File: src/rtl/disk_loader_ctrl_pkg.sv
// disk_loader_ctrl_pkg: shared state/op encodings and disk range check
package disk_loader_ctrl_pkg;
  localparam int DEFAULT_DISK_WORDS = 1024;
  typedef enum logic [1:0] {S_IDLE, S_ISSUE, S_XFER, S_DONE} state_t;
  typedef enum logic {OP_LOAD = 1'b0, OP_STORE = 1'b1} op_t;
  // 33-bit sum so a base near 2^32 cannot wrap into range
  function automatic logic range_ok(input logic [31:0] base, input logic [15:0] len, input int words);
    return ({1'b0, base} + {17'd0, len}) <= 33'(words);
  endfunction
endpackage

File: src/rtl/disk_loader_ctrl_if.sv
// disk_loader_ctrl_if: request, status, disk and memory signals of the loader
interface disk_loader_ctrl_if
  import disk_loader_ctrl_pkg::*;
#(
  parameter int MEM_AW = 10
);
  logic              start;
  op_t               op;
  logic [31:0]       disk_base;
  logic [MEM_AW-1:0] mem_base;
  logic [15:0]       length;
  logic              abort;
  logic              busy;
  logic              done;
  logic              error;
  logic              disk_we;
  logic [31:0]       disk_addr;
  logic [31:0]       disk_datain;
  logic [31:0]       disk_dataout;
  logic              mem_we;
  logic [MEM_AW-1:0] mem_addr;
  logic [31:0]       mem_wdata;
  logic [31:0]       mem_rdata;
  modport slave (
    input  start, op, disk_base, mem_base, length, abort, disk_dataout, mem_rdata,
    output busy, done, error, disk_we, disk_addr, disk_datain, mem_we, mem_addr, mem_wdata
  );
  modport master (
    output start, op, disk_base, mem_base, length, abort, disk_dataout, mem_rdata,
    input  busy, done, error, disk_we, disk_addr, disk_datain, mem_we, mem_addr, mem_wdata
  );
endinterface

File: src/rtl/disk_loader_ctrl_xfer_counter.sv
// xfer_counter: word index of the active transfer with last-word detect
module xfer_counter (
  input  logic        clk,
  input  logic        rst_n,
  input  logic        i_clr,
  input  logic        i_inc,
  input  logic [15:0] i_length,
  output logic [15:0] o_idx,
  output logic        o_last
);
  logic [15:0] r_idx;
  always_ff @(posedge clk or negedge rst_n)
    if (!rst_n) r_idx <= '0;
    else r_idx <= i_clr ? '0 : i_inc ? r_idx + 16'd1 : r_idx;
  assign o_idx  = r_idx;
  assign o_last = r_idx == i_length - 16'd1;
endmodule

File: src/rtl/disk_loader_ctrl.sv
// disk_loader_ctrl: block copy between disk and memory (LOAD disk->mem, STORE mem->disk),
// two cycles per word, with up-front range check and abort.
module disk_loader_ctrl
  import disk_loader_ctrl_pkg::*;
#(
  parameter int DISK_WORDS = DEFAULT_DISK_WORDS,
  parameter int MEM_AW     = 10
) (
  input logic               clk,
  input logic               rst_n,
  disk_loader_ctrl_if.slave bus
);
  state_t            r_state;
  op_t               r_op;
  logic [31:0]       r_disk_base;
  logic [MEM_AW-1:0] r_mem_base;
  logic [15:0]       r_length;
  logic              r_busy, r_done, r_error, r_disk_we, r_mem_we;
  logic [31:0]       r_disk_addr, r_disk_datain, r_mem_wdata;
  logic [MEM_AW-1:0] r_mem_addr;
  logic [15:0]       w_idx, w_idx_nx;
  logic              w_last, w_clr, w_inc, w_range_ok;
  assign w_clr      = r_state == S_IDLE && bus.start;
  assign w_inc      = r_state == S_XFER && !bus.abort;
  assign w_idx_nx   = w_idx + 16'd1;
  assign w_range_ok = range_ok(bus.disk_base, bus.length, DISK_WORDS);
  xfer_counter u_cnt (
    .clk, .rst_n, .i_clr(w_clr), .i_inc(w_inc), .i_length(r_length), .o_idx(w_idx), .o_last(w_last)
  );
  // Outputs are registered on the edge entering a state, so the address for the
  // next ISSUE is formed from index+1 while the counter steps on that same edge.
  always_ff @(posedge clk or negedge rst_n)
    if (!rst_n) begin
      r_state       <= S_IDLE;
      r_op          <= OP_LOAD;
      r_disk_base   <= '0;
      r_mem_base    <= '0;
      r_length      <= '0;
      r_busy        <= 1'b0;
      r_done        <= 1'b0;
      r_error       <= 1'b0;
      r_disk_we     <= 1'b0;
      r_mem_we      <= 1'b0;
      r_disk_addr   <= '0;
      r_disk_datain <= '0;
      r_mem_addr    <= '0;
      r_mem_wdata   <= '0;
    end else begin
      r_done    <= 1'b0;
      r_disk_we <= 1'b0;
      r_mem_we  <= 1'b0;
      if (r_busy && bus.abort) begin
        r_state <= S_DONE;
        r_busy  <= 1'b0;
        r_done  <= 1'b1;
        r_error <= 1'b1;
      end else
        case (r_state)
          S_IDLE:
            if (bus.start) begin
              r_op        <= bus.op;
              r_disk_base <= bus.disk_base;
              r_mem_base  <= bus.mem_base;
              r_length    <= bus.length;
              r_error     <= !w_range_ok;
              if (!w_range_ok || bus.length == 16'd0) begin
                r_state <= S_DONE;
                r_done  <= 1'b1;
              end else begin
                r_state <= S_ISSUE;
                r_busy  <= 1'b1;
                if (bus.op == OP_LOAD) r_disk_addr <= bus.disk_base;
                else r_mem_addr <= bus.mem_base;
              end
            end
          S_ISSUE: begin
            r_state <= S_XFER;
            if (r_op == OP_LOAD) begin
              r_mem_we    <= 1'b1;
              r_mem_addr  <= r_mem_base + MEM_AW'(w_idx);
              r_mem_wdata <= bus.disk_dataout;
            end else begin
              r_disk_we     <= 1'b1;
              r_disk_addr   <= r_disk_base + 32'(w_idx);
              r_disk_datain <= bus.mem_rdata;
            end
          end
          S_XFER:
            if (w_last) begin
              r_state <= S_DONE;
              r_busy  <= 1'b0;
              r_done  <= 1'b1;
            end else begin
              r_state <= S_ISSUE;
              if (r_op == OP_LOAD) r_disk_addr <= r_disk_base + 32'(w_idx_nx);
              else r_mem_addr <= r_mem_base + MEM_AW'(w_idx_nx);
            end
          default: r_state <= S_IDLE;
        endcase
    end
  assign bus.busy        = r_busy;
  assign bus.done        = r_done;
  assign bus.error       = r_error;
  assign bus.disk_we     = r_disk_we;
  assign bus.disk_addr   = r_disk_addr;
  assign bus.disk_datain = r_disk_datain;
  assign bus.mem_we      = r_mem_we;
  assign bus.mem_addr    = r_mem_addr;
  assign bus.mem_wdata   = r_mem_wdata;
endmodule

File: src/flat_wrapper.sv
// flat-port wrapper written by rule: the top's interface ports become plain ports
module disk_loader_ctrl_flat import disk_loader_ctrl_pkg::*;
#(
  parameter int DISK_WORDS = DEFAULT_DISK_WORDS,
  parameter int MEM_AW     = 10
)
  (clk, rst_n, bus_start, bus_op, bus_disk_base, bus_mem_base, bus_length, bus_abort, bus_disk_dataout, bus_mem_rdata, bus_busy, bus_done, bus_error, bus_disk_we, bus_disk_addr, bus_disk_datain, bus_mem_we, bus_mem_addr, bus_mem_wdata);
  disk_loader_ctrl_if #(.MEM_AW(MEM_AW)) bus_i ();
  input logic clk;
  input logic rst_n;
  input wire logic [$bits(bus_i.start)-1:0] bus_start;
  input wire logic [$bits(bus_i.op)-1:0] bus_op;
  input wire logic [$bits(bus_i.disk_base)-1:0] bus_disk_base;
  input wire logic [$bits(bus_i.mem_base)-1:0] bus_mem_base;
  input wire logic [$bits(bus_i.length)-1:0] bus_length;
  input wire logic [$bits(bus_i.abort)-1:0] bus_abort;
  input wire logic [$bits(bus_i.disk_dataout)-1:0] bus_disk_dataout;
  input wire logic [$bits(bus_i.mem_rdata)-1:0] bus_mem_rdata;
  output wire logic [$bits(bus_i.busy)-1:0] bus_busy;
  output wire logic [$bits(bus_i.done)-1:0] bus_done;
  output wire logic [$bits(bus_i.error)-1:0] bus_error;
  output wire logic [$bits(bus_i.disk_we)-1:0] bus_disk_we;
  output wire logic [$bits(bus_i.disk_addr)-1:0] bus_disk_addr;
  output wire logic [$bits(bus_i.disk_datain)-1:0] bus_disk_datain;
  output wire logic [$bits(bus_i.mem_we)-1:0] bus_mem_we;
  output wire logic [$bits(bus_i.mem_addr)-1:0] bus_mem_addr;
  output wire logic [$bits(bus_i.mem_wdata)-1:0] bus_mem_wdata;
  assign bus_i.start = bus_start;
  assign bus_i.op = bus_op;
  assign bus_i.disk_base = bus_disk_base;
  assign bus_i.mem_base = bus_mem_base;
  assign bus_i.length = bus_length;
  assign bus_i.abort = bus_abort;
  assign bus_i.disk_dataout = bus_disk_dataout;
  assign bus_i.mem_rdata = bus_mem_rdata;
  assign bus_busy = bus_i.busy;
  assign bus_done = bus_i.done;
  assign bus_error = bus_i.error;
  assign bus_disk_we = bus_i.disk_we;
  assign bus_disk_addr = bus_i.disk_addr;
  assign bus_disk_datain = bus_i.disk_datain;
  assign bus_mem_we = bus_i.mem_we;
  assign bus_mem_addr = bus_i.mem_addr;
  assign bus_mem_wdata = bus_i.mem_wdata;
  disk_loader_ctrl #(.DISK_WORDS(DISK_WORDS), .MEM_AW(MEM_AW)) u_core (.clk(clk), .rst_n(rst_n), .bus(bus_i));
endmodule
File: config.mk
export PLATFORM = sky130hd
export DESIGN_NAME = disk_loader_ctrl_flat
export DESIGN_NICKNAME = d
export VERILOG_FILES = /design/src/rtl/disk_loader_ctrl_pkg.sv /design/src/rtl/disk_loader_ctrl_if.sv /design/src/rtl/disk_loader_ctrl_xfer_counter.sv /design/src/rtl/disk_loader_ctrl.sv /design/src/flat_wrapper.sv
export SDC_FILE = /design/constraint.sdc
export NUM_CORES = 1
export LEC_CHECK = 0
export CAP_MARGIN = 15
export CELL_PAD_IN_SITES_DETAIL_PLACEMENT = 1
export CELL_PAD_IN_SITES_GLOBAL_PLACEMENT = 1
export CORE_AREA = 2 2 174 176
export DETAILED_ROUTE_END_ITERATION = 12
export DIE_AREA = 0 0 176 178
export MAX_ROUTING_LAYER = met4
export PLACE_DENSITY_LB_ADDON = 0.2
export SYNTH_ARGS = -nofsm -noshare
export SYNTH_HDL_FRONTEND = slang
export SYNTH_SLANG_ARGS = --single-unit
export TNS_END_PERCENT = 20
File: constraint.sdc
create_clock -name clk -period 4.93 [get_ports clk]
set_input_delay 0.7395 -clock clk [delete_from_list [all_inputs] [get_ports clk]]
set_output_delay 0.7395 -clock clk [all_outputs]
set_load 0.02 [all_outputs]
==> summary.txt, run 1 <==
Fmax - 0.223 GHz
Placed inst area - 14900 µm²
Area Overhead vs Synth - 30.4%
Routed wire length - 39200 µm
Number of hold buffers added after cts - 0
Vias per Instance - 5.65
First-pass GRT wire length - 61800 µm
Final Max Tran Viols - 0
Share of cells above drive strength 1 - 17.7%
RSZ-0062 raised after global routing - false
Multi-input logic area - 6820 µm²
Final core utilization - 52.6%
Top post-synthesis cells by area - dfrtp_1 (40%), mux2_2 (14%), ha_1 (5.0%), xnor2_1 (4.4%), mux2_1 (3.2%)
Final instance area - 15500 µm²
Max Root-Sink Buffers - 2
Startpoint Class - register
Synth unique cells - 80
Post-synth EDFFs - 0
Die height - 178 µm
Core Region - 29400 µm²
Die outline area - 31300 µm²
CP Capture Type - register
Syn Area/Cell - 10.2 µm²
Vias in the first global route - 11048
Hpwl dp - 29500 µm
Reg area - 4700 µm²
Synth top cells by count - dfrtp_1 (188), mux2_2 (144), nand2_1 (84), nor2_1 (71)
CTS tree - yes
Post-DR wirelength/cell - 21.7 µm
GRT Max-Usage Layer - met2
FILL cells - 3195
Largest net degree at the start of global routing - 97
Worst rel slew slack - 45.1%
Peak VDD IR - 0.000279 V
Crit Path Max Fanout - 8
# rows - 63
Max-cap violations - 0
Met3 Usage GRT - 6.05%
Setup_tns - 0 ns
Fin Clk Skew - 0.0127 ns
Synth Flop Type - dfrtp_1
Min-Delay Path Class - primary input to asynchronous set/reset pin
Post-CTS resize count - 0
Most frequent cell after synthesis - dfrtp_1
Ratio of final minimum period to clock period - 90.8%
Die W - 176 µm
Pwr/cell area - 619 nW/µm²
Final min period - 4.48 ns
Post-Syn Nets - 1338
Share of synthesized registers carrying an async set or reset - 100%
Clock sink count - 188
Worst Tran Pin Value - 0.824 ns
Number of diodes - 0
Netlist Area Pre-Place - 11900 µm²
GRT met1 Usage - 33.5%
Reg clk slew, reported paths - 0.07 ns
Warnings, synthesis - 0
Sequential share of the synthesized area - 39.6%
Final setup viols - 0
Final ANT Viol Nets - 0
Clock latency on the worst-skew pair - 0.45 ns
Area share of the leading cell type in the synthesized netlist - 39.6%
Post-CTS Setup Repair Bufs - 0
Initial antenna violation count - 0
Remaining DRCs - 0
Syn Inst Count - 1161
Status - completed
Synth Register Bits - 188
PortBufs - 237
Pleak - 0.00637 µW
Gp weighted congestion - 0.947
Crit path DAT - 4.80 ns
Initial Utilization - 40.4%
GRT met2 Usage - 43.0%
Hold Vio Cnt, Final - 0
CTS root buf - clkbuf_16
Tot GR Track Use - 26.3%
Layout net count - 1580
GRT overflow - 0
Type of the worst setup path - register to register
DRT Pass-1 Iters - 5
CTS Buf Count - 17
DRT iter0 DRCs - 759
Final non-filler cell total - 1806
Max H-tree Level - 4
I/O pin count - 238
Synth area leader - dfrtp_1
Placed cells - 1774
Vias - 10208
WP data required - 5.25 ns
==> kinds of logic (layout without fill, tap and decap cells) <==
group | after synthesis | in the layout | synth area share [%]
flip-flops | 188 | 188 | 39.6
adder cells (fa/ha/maj) | 50 | 50 | 5.46
XOR/XNOR | 84 | 84 | 6.20
buffers and inverters | 85 | 340 | 3.01
multiplexers | 191 | 191 | 18.0
AO/OA/AOI/OAI | 218 | 218 | 12.6
AND/OR/NAND/NOR | 345 | 345 | 15.1
==> critical path: stages (launching register included) <==
cell and delay [ns]:
dfrtp_1 0.49, and3_1 0.25, and3_1 0.23, and3_1 0.22, and3_1 0.22, nand2_1 0.08
xnor2_1 0.28, ha_1 0.36, a21oi_1 0.21, nor2b_1 0.07, a41oi_1 0.31, a31oi_1 0.17
and4_1 0.24, a2111oi_2 0.33, buf_4 0.23, nor2_1 0.08, xnor2_1 0.19, a21oi_1 0.09
mux2_1 0.32
==> power breakdown <==
group          total [µW]  leakage, µW  internal [µW]  switching (µW)
clock                1440     0.000271            758             683
combinational        5300      0.00383           2600            2700
sequential           2830      0.00227           2280             556
total                9570      0.00637           5640            3940
==> flip-flops by register name, indices dropped and copies added, names as in the netlist <==
name,count
u_core.r_mem_base,10
u_core.bus.mem_wdata,32
u_core.r_state,2
u_core.r_op,1
u_core.bus.disk_addr,32
u_core.r_disk_base,32
u_core.bus.busy,1
u_core.bus.error,1
u_core.bus.disk_we,1
u_core.bus.mem_we,1
u_core.bus.done,1
u_core.bus.mem_addr,10
u_core.r_length,16
u_core.u_cnt.o_idx,16
u_core.bus.disk_datain,32
==> stage by stage <==
stage / hold slack, ns / power [µW] / setup WS (ns)
after floorplan: 0.444 / 6070 / 0.746
after global placement: 0.467 / 7960 / 0.100
after detailed placement: 0.475 / 8140 / 0.0324
after CTS: 0.383 / 9640 / 0.458
after global routing: 0.420 / 10200 / 0.172
final: 0.336 / 9570 / 0.453
==> cell type report <==
type / instances / share of cell area [%]
sequential: 188 / 30.4
inverter: 24 / 0.582
clock buffer: 18 / 2.77
clock inverter: 14 / 1.03
multi-input combinational: 888 / 44.1
timing repair buffer: 284 / 18.0
tap: 390 / 3.15
==> final timing paths <==
kind / start / endpoint / slack [ns] / cells past startpoint
worst max register to register: u_core.u_cnt.o_idx[0] / u_core.bus.disk_addr[24] / 0.45 / 18
max in group asynchronous: rst_n / u_core.bus.disk_addr[12] / 3.57 / 2
worst min register to register: u_core.bus.disk_addr[7] / u_core.bus.disk_addr[7] / 0.49 / 1
worst min-delay path: rst_n / u_core.bus.mem_wdata[16] / 0.34 / 1
worst max-delay path: u_core.u_cnt.o_idx[0] / u_core.bus.disk_addr[24] / 0.45 / 18
min in group clk: u_core.bus.disk_addr[7] / u_core.bus.disk_addr[7] / 0.49 / 1
==> metal layers <==
metal	routed length (µm)	share of wire (%)
met3	2600	6.6
met4	493	1.3
met1	17400	44
met2	18700	48
met5	0	0
==> cell usage in the layout, fill, tap and decap left out, types with 6 or more instances in the layout <==
cell type and n:
buf_4 43, dfrtp_1 188, or3_1 8, o21ai_0 28, a21oi_1 59, o31ai_1 9, a31oi_1 13, xnor2_1 59
nor3_1 33, mux2_2 144, o211ai_1 9, nor2_1 70, nand2b_1 12, a211oi_1 8, clkbuf_16 17, nand3_1 22
or2_2 7, and3_1 21, nand4_1 31, nor4_1 15, a21o_1 14, xor2_1 25, mux2_1 34, ha_1 46
nand2_1 83, mux2i_1 13, clkdlybuf4s50_1 236, nor2b_1 9, o21ai_1 13, inv_1 24, and2_1 6
Power figures use the tool's default switching activity.
==> inputs of run 2 (changes only) <==
- CTS_CLUSTER_SIZE: default -> 40
==> results of run 2 <==
The final DEF is identical to that of run 1; final timing and power are the same.
